File: config.mk
export PLATFORM = sky130hd
export DESIGN_NAME = dac_pwm_driver_flat
export DESIGN_NICKNAME = d
export VERILOG_FILES = /design/src/rtl/dac_pkg.sv /design/src/rtl/dac_pwm_driver_if.sv /design/src/rtl/dac_modulator.sv /design/src/rtl/dac_pwm_driver.sv /design/src/flat_wrapper.sv
export SDC_FILE = /design/constraint.sdc
export NUM_CORES = 1
export LEC_CHECK = 0
export BUFFER_PORTS_ARGS = -buffer_cell sky130_fd_sc_hd__buf_2
export CAP_MARGIN = 20
export CORE_AREA = 3 3 73 61
export CTS_CLUSTER_SIZE = 8
export DETAILED_ROUTE_END_ITERATION = 8
export DIE_AREA = 0 0 76 64
export SYNTH_ARGS = -nofsm -noshare
export SYNTH_HDL_FRONTEND = slang
export SYNTH_SLANG_ARGS = --single-unit
File: constraint.sdc
create_clock -name clk -period 3 [get_ports clk]
set_input_delay 0.15 -clock clk [delete_from_list [all_inputs] [get_ports clk]]
set_output_delay 0.15 -clock clk [all_outputs]
set_load 0.01 [all_outputs]
File: src/rtl/dac_pkg.sv
// Shared widths, frame length and controller state type for the DAC PWM driver.
package dac_pkg;
    localparam int DAC_W     = 8;
    localparam int FRAME_LEN = 256;

    localparam logic [DAC_W-1:0] PHASE_LAST = DAC_W'(FRAME_LEN - 1);

    typedef enum logic {
        IDLE = 1'b0,
        RUN  = 1'b1
    } dac_state_e;
endpackage

File: src/rtl/dac_pwm_driver_if.sv
// Valid/ready sample stream from the upstream sample source into the DAC driver.
interface dac_pwm_driver_if;
    import dac_pkg::*;

    logic [DAC_W-1:0] sample_i;
    logic             sample_valid_i;
    logic             sample_ready_o;

    modport master (output sample_i, output sample_valid_i, input sample_ready_o);
    modport slave  (input sample_i, input sample_valid_i, output sample_ready_o);
endinterface

File: src/rtl/dac_modulator.sv
// 1-bit modulator: PWM compare by default, first-order sigma-delta when
// DAC_SIGMA_DELTA_EN is defined. Output is registered and forced low when not running.
module dac_modulator
    import dac_pkg::*;
(
    input  logic             clk,
    input  logic             nRst,
    input  logic             run_i,
    input  logic [DAC_W-1:0] phase_i,
    input  logic [DAC_W-1:0] active_i,
    output logic             pwm_o
);
    logic pwm_q, pwm_d;

`ifdef DAC_SIGMA_DELTA_EN
    // Carry out of acc + active is bit 8 of the accumulator, kept in pwm_q.
    logic [DAC_W-1:0] acc_q, acc_d;
    logic [DAC_W:0]   sum;
    logic             unused_phase;

    assign unused_phase = ^phase_i;
    assign sum          = {1'b0, acc_q} + {1'b0, active_i};

    always_comb begin
        acc_d = '0;
        pwm_d = 1'b0;
        if (run_i) begin
            acc_d = sum[DAC_W-1:0];
            pwm_d = sum[DAC_W];
        end
    end

    always_ff @(posedge clk) begin
        if (!nRst) begin
            acc_q <= '0;
            pwm_q <= 1'b0;
        end else begin
            acc_q <= acc_d;
            pwm_q <= pwm_d;
        end
    end
`else
    always_comb begin
        pwm_d = run_i && (phase_i < active_i);
    end

    always_ff @(posedge clk) begin
        if (!nRst) begin
            pwm_q <= 1'b0;
        end else begin
            pwm_q <= pwm_d;
        end
    end
`endif

    assign pwm_o = pwm_q;
endmodule

File: src/rtl/dac_pwm_driver.sv
// Frame controller, 1-entry sample buffer and handshake for the 1-bit DAC.
// Modulation style selected by DAC_SIGMA_DELTA_EN (see dac_modulator).
//   state | meaning
//   IDLE  | output low, phase 0, buffer keeps accepting while empty
//   RUN   | 256-cycle frames, active reloaded from buffer at phase 255
module dac_pwm_driver
    import dac_pkg::*;
(
    input  logic            clk,
    input  logic            nRst,
    dac_pwm_driver_if.slave smp,
    input  logic            enable_i,
    output logic            pwm_o,
    output logic            period_done_o,
    output logic            underrun_o
);
    dac_state_e       state_q, state_d;
    logic [DAC_W-1:0] phase_q, phase_d;
    logic [DAC_W-1:0] active_q, active_d;
    logic [DAC_W-1:0] buf_q, buf_d;
    logic             buf_full_q, buf_full_d;
    logic             period_done_q, period_done_d;
    logic             underrun_q, underrun_d;
    logic             frame_end;
    logic             xfer;
    logic             run;

    assign frame_end          = (state_q == RUN) && (phase_q == PHASE_LAST);
    assign smp.sample_ready_o = !buf_full_q || frame_end;
    assign xfer               = smp.sample_valid_i && smp.sample_ready_o;
    assign run                = (state_q == RUN) && enable_i;

    always_comb begin
        state_d       = state_q;
        phase_d       = phase_q;
        active_d      = active_q;
        buf_d         = buf_q;
        buf_full_d    = buf_full_q;
        period_done_d = 1'b0;
        underrun_d    = 1'b0;

        if (xfer) begin
            buf_d      = smp.sample_i;
            buf_full_d = 1'b1;
        end

        case (state_q)
            IDLE: begin
                if (enable_i && buf_full_q) begin
                    state_d    = RUN;
                    active_d   = buf_q;
                    buf_full_d = 1'b0;
                    phase_d    = '0;
                end
            end
            RUN: begin
                if (!enable_i) begin
                    state_d = IDLE;
                    phase_d = '0;
                end else begin
                    phase_d = phase_q + DAC_W'(1);
                    if (frame_end) begin
                        period_done_d = 1'b1;
                        // A handshake in the same cycle refills the slot just drained.
                        if (buf_full_q) begin
                            active_d   = buf_q;
                            buf_full_d = xfer;
                        end else begin
                            underrun_d = 1'b1;
                        end
                    end
                end
            end
            default: state_d = IDLE;
        endcase
    end

    always_ff @(posedge clk) begin
        if (!nRst) begin
            state_q       <= IDLE;
            phase_q       <= '0;
            active_q      <= '0;
            buf_q         <= '0;
            buf_full_q    <= 1'b0;
            period_done_q <= 1'b0;
            underrun_q    <= 1'b0;
        end else begin
            state_q       <= state_d;
            phase_q       <= phase_d;
            active_q      <= active_d;
            buf_q         <= buf_d;
            buf_full_q    <= buf_full_d;
            period_done_q <= period_done_d;
            underrun_q    <= underrun_d;
        end
    end

    dac_modulator u_mod (
        .clk      (clk),
        .nRst     (nRst),
        .run_i    (run),
        .phase_i  (phase_q),
        .active_i (active_q),
        .pwm_o    (pwm_o)
    );

    assign period_done_o = period_done_q;
    assign underrun_o    = underrun_q;
endmodule

File: src/flat_wrapper.sv
// flat-port wrapper written by rule: the top's interface ports become plain ports
module dac_pwm_driver_flat import dac_pkg::*;
  (clk, nRst, enable_i, pwm_o, period_done_o, underrun_o, smp_sample_i, smp_sample_valid_i, smp_sample_ready_o);
  dac_pwm_driver_if smp_i ();
  input  logic clk;
  input  logic nRst;
  input  logic enable_i;
  output logic pwm_o;
  output logic period_done_o;
  output logic underrun_o;
  input wire logic [$bits(smp_i.sample_i)-1:0] smp_sample_i;
  input wire logic [$bits(smp_i.sample_valid_i)-1:0] smp_sample_valid_i;
  output wire logic [$bits(smp_i.sample_ready_o)-1:0] smp_sample_ready_o;
  assign smp_i.sample_i = smp_sample_i;
  assign smp_i.sample_valid_i = smp_sample_valid_i;
  assign smp_sample_ready_o = smp_i.sample_ready_o;
  dac_pwm_driver u_core (.clk(clk), .nRst(nRst), .smp(smp_i), .enable_i(enable_i), .pwm_o(pwm_o), .period_done_o(period_done_o), .underrun_o(underrun_o));
endmodule
# Yosys cells after proc, flatten, opt, wreduce, memory -nomap -nowiden
# Index checks and enable logic that the tools add are counted.
[classes] muxes=19 n_bitwise=1 order_cmp=1 n_addsub=1 reduce_logical=10 eq_ne=5
[ops] cell="$mux W8" n=6
[ops] cell="$pmux W8 S2" n=2
[ops] cell="$mux W1" n=9
[ops] cell="$add A8 B1 Y8 const B" n=1
[ops] cell="$eq A8 B8 Y1 const B" n=1
[ops] cell="$lt A8 B8 Y1" n=1
[ops] cell="$reduce_and A4 Y1" n=2
[ops] cell="$ne A2 B2 Y1 const B" n=3
[ops] cell="$logic_and A1 B1 Y1" n=5
[ops] cell="$pmux W1 S2" n=2
[ops] cell="$reduce_and A3 Y1" n=1
[ops] cell="$ne A2 B1 Y1 const B" n=1
[ops] cell="$logic_not A1 Y1" n=1
[ops] cell="$logic_or A1 B1 Y1" n=1
[ops] cell="$not A1 Y1" n=1
[totals] output_inout_bits=4 word_cells=45 regBits=29

# Longest topological paths before layout
# Gate-level depths: netlist (run 1).
[depth] depth_word=9 depth_mapped=7 ltp_nobuf=6

# By module
# Synthesis (run 1) repeated with hierarchy kept, for this count alone.
[unflattened] cells_unflattened=202 hier_area_um2=1846.8
[by_module_without_submodules] module="dac_pwm_driver" area_per_inst_um2=1644.1 cells_each=178 n_inst=1
[by_module_without_submodules] module="dac_modulator" area_per_inst_um2=202.7 cells_each=24 n_inst=1

# Worst setup path after synthesis (run 1)
# Ideal clock, no wire load.
[synth_path] path_kind="register -> register" from="register u_core.phase_q[0]" to="register u_core.buf_q[0]" setup_time_ps=134 path_slack_ps=1559 n_path_buf=2 t_arrival_ps=1307 stages_incl_launch_ff=8 required_ps=2866 cell_sequence="dfxtp_1 > ha_1 > and4_1 > buf_6 > and3_1 > buf_6 > nand3_1 > o211ai_1"
[synth_via] elab_chain_len=4
[synth_rtl] element="start: declaration" line="dac_pwm_driver.sv:18" rtl="logic [DAC_W-1:0] phase_q, phase_d;"
[synth_rtl] element="start signal: assignment" line="dac_pwm_driver.sv:89" rtl="phase_q <= phase_d;"
[synth_rtl] element="$eq A8 B8 Y1" line="dac_pwm_driver.sv:28" rtl="assign frame_end = (state_q == RUN) && (phase_q == PHASE_LAST);"
[synth_rtl] element="$logic_and A1 B1 Y1" line="dac_pwm_driver.sv:28"
[synth_rtl] element="$logic_or A1 B1 Y1" line="dac_pwm_driver.sv:29" rtl="assign smp.sample_ready_o = !buf_full_q || frame_end;"
[synth_rtl] element="$logic_and A1 B1 Y1" line="dac_pwm_driver.sv:30" rtl="assign xfer = smp.sample_valid_i && smp.sample_ready_o;"
[synth_rtl] element="end signal: assignment" line="dac_pwm_driver.sv:91" rtl="buf_q <= buf_d;"
[synth_rtl] element="end: declaration" line="dac_pwm_driver.sv:20" rtl="logic [DAC_W-1:0] buf_q, buf_d;"
# Every way passes these cells.
# A chain may end at the register's enable or synchronous reset.

# Worst setup path after layout (run 1)
[layout_path] from="register u_core.phase_q[0]" to="output smp_sample_ready_o"
[layout_via] elab_chain_len=3
[layout_rtl] element="$eq A8 B8 Y1" line="dac_pwm_driver.sv:28"
[layout_rtl] element="$logic_and A1 B1 Y1" line="dac_pwm_driver.sv:28"
[layout_rtl] element="$logic_or A1 B1 Y1" line="dac_pwm_driver.sv:29"
[layout_rtl] element="end: declaration" line="flat_wrapper.sv:13" rtl="output wire logic [$bits(smp_i.sample_ready_o)-1:0] smp_sample_ready_o;"
# Every way passes these cells.

==> impl_metrics.env, run 1 <==
export IMPL_grtUsageMet1=0.249
export IMPL_cts_resized=0
export IMPL_grt_pass1_vias=1414
export IMPL_antenna_found_initial=0
export IMPL_die_x_um=76
export IMPL_grt_met3_usage=0.0563
export IMPL_hp_class="in -> reg"
export IMPL_end_kind="primary output"
export IMPL_fin_tns_setup_ps=0
export IMPL_core_area_mm2=0.00378
export IMPL_worstPathMaxFanout=9
export IMPL_dp_hpwl_um=2710
export IMPL_fin_cells=278
export IMPL_cts_root_buf="clkbuf_8"
export IMPL_hold_viol=0
export IMPL_dp_cells=270
export IMPL_ir_drop_uv=252
export IMPL_dieArea_mm2=0.00486
export IMPL_power_density_mw_per_mm2=440
export IMPL_routed_wl_um=3920
export IMPL_worstPathArrival_ps=1880
export IMPL_drv_cap=0
export IMPL_grt_max_degree=23
export IMPL_grt_total_usage=0.173
export IMPL_synth_top_area_cell="dfxtp_1"
export IMPL_power_mw=0.795
export IMPL_synth_top_cells_by_area="dfxtp_1, nand3_1, a21oi_1"
export IMPL_start_util=0.442
export IMPL_firstDrtPassIters=4
export IMPL_drive_gt1_frac=0.112
export IMPL_required_ps=2850
export IMPL_syn_area_mm2=0.00167
export IMPL_ant_nets=0
export IMPL_cts_sinks=29
export IMPL_io_pins=16
export IMPL_die_y_um=64
export IMPL_cts_hold_buf=0
export IMPL_status="finished, final reports clean"
export IMPL_place_ws_ps=1100
export IMPL_netlist_area_leader_share=0.348
export IMPL_setup_viol=0
export IMPL_synth_distinct_cells=36
export IMPL_wire_per_inst_um=14.1
export IMPL_drt_initial_drc_count=129
export IMPL_grt_pass1_wl_um=6780
export IMPL_cts_buffer_depth=2
export IMPL_fin_skew_ps=10.4
export IMPL_tightestPinTransition_ps=728
export IMPL_grtUsageMet2=0.247
export IMPL_fill_cells=390
export IMPL_rsz0062_at_grt="no"
export IMPL_worstSetupPathType="reg -> out"
export IMPL_syn_inst=215
export IMPL_p_leak_nw=0.667
export IMPL_slew_viol_final=0
export IMPL_final_util=0.478
export IMPL_gp_congestion=0.741
export IMPL_place_area_mm2=0.00173
export IMPL_cts_tree="yes"
export IMPL_crit_path_start_kind="register"
export IMPL_design_area_mm2=0.00181
export IMPL_num_vias=1552
export IMPL_reg2reg_depth=4
export IMPL_clkLatencyLatePin_ps=280
export IMPL_layout_setup_ws_ps=970
export IMPL_grt_ovfl_total=0
export IMPL_std_cell_rows=20
export IMPL_diodes=0
export IMPL_clk_pin_slew_ps=70
export IMPL_fmax_mhz=492
export IMPL_post_cts_buffers=0
export IMPL_whs_path_depth=3
export IMPL_synth_nets=235
export IMPL_cts_buffers=5
export IMPL_post_route_min_period_ps=2030
export IMPL_portBuffers=15
export IMPL_ys_seq_elements=29
export IMPL_final_nets=242
export IMPL_syn_to_final_growth_pct=8.32
export IMPL_syn_avg_cell_area_um2=7.76
export IMPL_viasPerCell=5.58
export IMPL_timing_hold_ws_ps=99.8
export IMPL_synth_warnings=0
export IMPL_ys_seq_area_frac=0.348
export IMPL_gr_max_usage_layer="met1"
export IMPL_drc_errors=0
export IMPL_maxSlewHeadroom=0.514
export IMPL_htreeDepth=2
export IMPL_fin_crit_sh=0.677
-- critical path, stage by stage (launching register included) --
cell,delay (ps)
dfxtp_1,400
ha_1,240
and4_1,410
nand3_2,270
nand2_1,140
buf_2,130
-- Yosys cell counts (all sizes together) --
cell,n
nand4,1
nor3,5
nand3b,4
o211a,1
inv,13
a211o,1
a21oi,25
nand3,34
o221ai,8
ha,8
a22oi,1
nor2,10
o31a,1
nand2,19
or3,1
a21o,3
o21ai,9
a31oi,2
nor3b,10
and2,3
o211ai,5
and4,1
or4,1
clkbuf,6
buf,9
nand2b,1
a211oi,1
and3,3
dfxtp,29
-- layout make-up --
type	count	area, um2	area share
well taps	55	68.8	0.0381
clock buffers	6	72.6	0.0401
inverters	13	48.8	0.0270
clock inverters	2	10.0	0.00554
flip-flops and latches	29	581	0.321
multi-input cells	158	952	0.527
repair buffers	15	75.1	0.0415
-- flip-flops by register name (all words and copies together), names as in the netlist --
| name | count |
|---|---|
| u_core.buf_full_q | 1 |
| u_core.u_mod.pwm_o | 1 |
| u_core.period_done_o | 1 |
| u_core.state_q | 1 |
| u_core.underrun_o | 1 |
| u_core.active_q | 8 |
| u_core.buf_q | 8 |
| u_core.phase_q | 8 |
-- per-layer routing --
metal	vias to the layer above	share of wire
met5	-	0
met4	0	0.0074
met3	5	0.056
met2	38	0.41
met1	718	0.53
li1	791	-
-- worst paths after layout --
kind,from,slack (ps),endpoint
min,smp_sample_i[4],100,u_core.buf_q[4]
min reg2reg,u_core.buf_q[4],510,u_core.buf_q[4]
max,u_core.phase_q[0],970,smp_sample_ready_o
max reg2reg,u_core.buf_full_q,1070,u_core.active_q[3]
-- where the power goes --
part	switching (mW)	leakage [nW]	internal [mW]
Combinational	0.0432	0.386	0.0280
Clock	0.148	0.0450	0.160
Sequential	0.0179	0.236	0.397
Total	0.209	0.667	0.586
-- cells in the final DEF (no fill, tap or decap), types with 2 or more instances in the layout --
cell type and n:
nor3b_1 10, clkinv_2 2, nand3b_1 4, nor2_1 10, nand3_1 33, o211ai_1 5, o221ai_1 8, a31oi_1 2
buf_2 15, inv_1 13, and2_1 3, dfxtp_1 29, and3_1 3, ha_1 8, clkbuf_8 5, nor3_1 5
nand2_1 17, a21oi_1 25, a21o_1 3, o21ai_0 9
-- cells by family after synthesis --
family / count (synthesis) / synth area share
flip-flops: 29 / 0.348
adder cells (fa/ha/maj): 8 / 0.0600
buffers and inverters: 28 / 0.0817
AND/OR/NAND/NOR: 93 / 0.298
AO/OA/AOI/OAI: 57 / 0.213
Note: power is estimated with default switching activity, not from simulation.
==> run 2: changes to the inputs <==
- ABC_AREA: default -> 1
- CORE_AREA: 3 3 73 61 -> 3 3 68 57
- DIE_AREA: 0 0 76 64 -> 0 0 71 60
- clock period: 3 -> 2.1 ns (I/O delays scaled with it)
==> run 2 against run 1 <==
Compared with the run above:
- first-iteration DRC count down 53%
- via count is 19% lower
- cell count is 9.7% lower
- routed wire length is 23% lower
- highest routed layer unchanged
- sequential cell count is the same
==> impl_metrics.env, run 2 <==
export IMPL_required_ps=2000
export IMPL_antenna_found_initial=0
export IMPL_end_kind="primary output"
export IMPL_synth_distinct_cells=24
export IMPL_drive_gt1_frac=0.152
export IMPL_netlist_area_leader_share=0.403
export IMPL_post_cts_buffers=0
export IMPL_min_from="smp_sample_i[7]"
export IMPL_grt_pass1_vias=1223
export IMPL_fill_cells=328
export IMPL_ys_seq_area_frac=0.403
export IMPL_cts_root_buf="clkbuf_8"
export IMPL_critPathMaxStageDelay_ps=410
export IMPL_syn_area_mm2=0.00144
export IMPL_cts_buffer_depth=2
export IMPL_grt_max_degree=19
export IMPL_place_area_mm2=0.00152
export IMPL_ir_drop_uv=404
export IMPL_syn_to_final_growth_pct=11.4
export IMPL_mostFrequentLayoutCell="nand2_1"
export IMPL_die_y_um=60
export IMPL_critical_path_startpoint="u_core.phase_q[0]"
export IMPL_dp_hpwl_um=2180
export IMPL_grt_pass1_wl_um=5160
export IMPL_portBuffers=15
export IMPL_routed_wl_um=3000
export IMPL_fin_tns_setup_ps=0
export IMPL_slew_viol_final=0
export IMPL_critPathBufInv=1
export IMPL_clk_pin_slew_ps=60
export IMPL_std_cell_rows=18
export IMPL_grt_total_usage=0.161
export IMPL_worstSetupPathType="reg -> out"
export IMPL_viasPerCell=5.04
export IMPL_drv_cap=0
export IMPL_drc_errors=0
export IMPL_io_pins=16
export IMPL_fin_skew_ps=5.41
export IMPL_synth_edf_count=0
export IMPL_cts_tree="yes"
export IMPL_rsz0062_at_grt="no"
export IMPL_path_delay_family="simple AND/OR/NAND/NOR gates"
export IMPL_start_util=0.456
export IMPL_setup_viol=0
export IMPL_design_area_mm2=0.00160
export IMPL_num_vias=1264
export IMPL_synth_nets=215
export IMPL_yosysMostFrequentCell="nand2_1"
export IMPL_worstPathArrival_ps=1600
export IMPL_hold_viol=0
export IMPL_core_area_mm2=0.00315
export IMPL_drt_initial_drc_count=60
export IMPL_clkLatencyLatePin_ps=290
export IMPL_ant_nets=0
export IMPL_fmax_mhz=586
export IMPL_dieArea_mm2=0.00426
export IMPL_synth_top_cells_by_area="dfxtp_1, nand2_1, a21oi_1"
export IMPL_post_route_min_period_ps=1710
export IMPL_r2r_start="u_core.phase_q[0]"
export IMPL_multi_input_area_um2=739
export IMPL_p_leak_nw=0.645
export IMPL_regArea_um2=581
export IMPL_synth_top_area_cell="dfxtp_1"
export IMPL_cts_resized=0
export IMPL_diodes=0
export IMPL_tightestPinTransition_ps=385
export IMPL_status="finished, final reports clean"
export IMPL_firstDrtPassIters=4
export IMPL_cpMaxStageDelayCell="dfxtp_1"
export IMPL_ys_seq_elements=29
export IMPL_worstPathMaxFanout=17
export IMPL_syn_avg_cell_area_um2=7.38
export IMPL_top_regs="u_core.active_q x8, u_core.buf_q x8, u_core.phase_q x8"
export IMPL_fin_crit_sh=0.812
export IMPL_wire_per_inst_um=12.0
export IMPL_hp_class="in -> reg"
export IMPL_power_density_mw_per_mm2=727
export IMPL_cts_sinks=29
export IMPL_syn_inst=195
export IMPL_maxSlewHeadroom=0.743
export IMPL_htreeDepth=2
export IMPL_gp_congestion=0.848
export IMPL_grt_ovfl_total=0
export IMPL_cts_hold_buf=0
export IMPL_mostFrequentLayoutCells="nand2_1, dfxtp_1, a21oi_1"
export IMPL_crit_path_start_kind="register"
export IMPL_die_x_um=71
export IMPL_final_nets=231
export IMPL_synth_warnings=0
export IMPL_ys_top_cells_by_count="nand2_1, dfxtp_1, a21oi_1"
export IMPL_worstPathCellList="ha_1 -> nand2_1 -> nor2_4 -> nand3_2 -> nand2_4 -> buf_2"
export IMPL_synthArstFlopShare=0
export IMPL_cts_buffers=5
export IMPL_synthFlopType="dfxtp_1"
==> run 2: per-stage QoR <==
stage	power (mW)	hold WS [ps]	setup WS [ps]	instances	utilization
floorplan	0.683	295	771	195	-
global placement	0.702	405	705	244	0.481
detailed placement	0.706	412	617	244	0.481
CTS	1.17	115	402	251	0.508
global route	1.22	128	294	251	0.508
finish	1.17	115	394	251	0.508
==> run 2: worst reg2reg max path, cell delays in order, from the launching register on <==
cell and delay (ps):
dfxtp_1 410, ha_1 190, nand2_1 100, nor2_4 150, nand2_2 100, nand2_4 120
nand2_2 130, nand2_1 90, a21oi_1 60
==> run 2: worst paths after layout <==
check,endpoint,slack [ps],cells past startpoint
hold / removal,u_core.buf_q[7],110,4
setup / recovery,smp_sample_ready_o,390,6
hold reg to reg,u_core.active_q[4],470,2
setup reg to reg,u_core.active_q[5],610,8
==> run 2: cell type report <==
type | count | area share
Tap cell | 40 | 0.0312
Clock buffer | 7 | 0.0539
Inverter | 19 | 0.0445
Sequential cell | 29 | 0.362
Timing Repair Buffer | 15 | 0.0468
Multi-Input combinational cell | 141 | 0.461
==> run 2: where the power goes <==
group / switching [mW] / internal [mW] / total [mW]
clock: 0.212 / 0.259 / 0.472
combinational: 0.0673 / 0.0394 / 0.107
sequential: 0.0154 / 0.571 / 0.587
==> run 2: cell families after synthesis <==
group | Yosys count | share of synthesized area
AO/OA/AOI/OAI | 34 | 0.121
adder cells (fa/ha/maj) | 8 | 0.0696
buffers and inverters | 25 | 0.0826
flip-flops | 29 | 0.403
AND/OR/NAND/NOR | 99 | 0.323
==> run 2: routing by layer <==
layer	share of wire	global-route usage	vias up
met5	0	0	-
met1	0.52	0.200	568
met2	0.41	0.243	29
li1	-	-	663
met3	0.062	0.0706	4
met4	0.014	0.0697	0
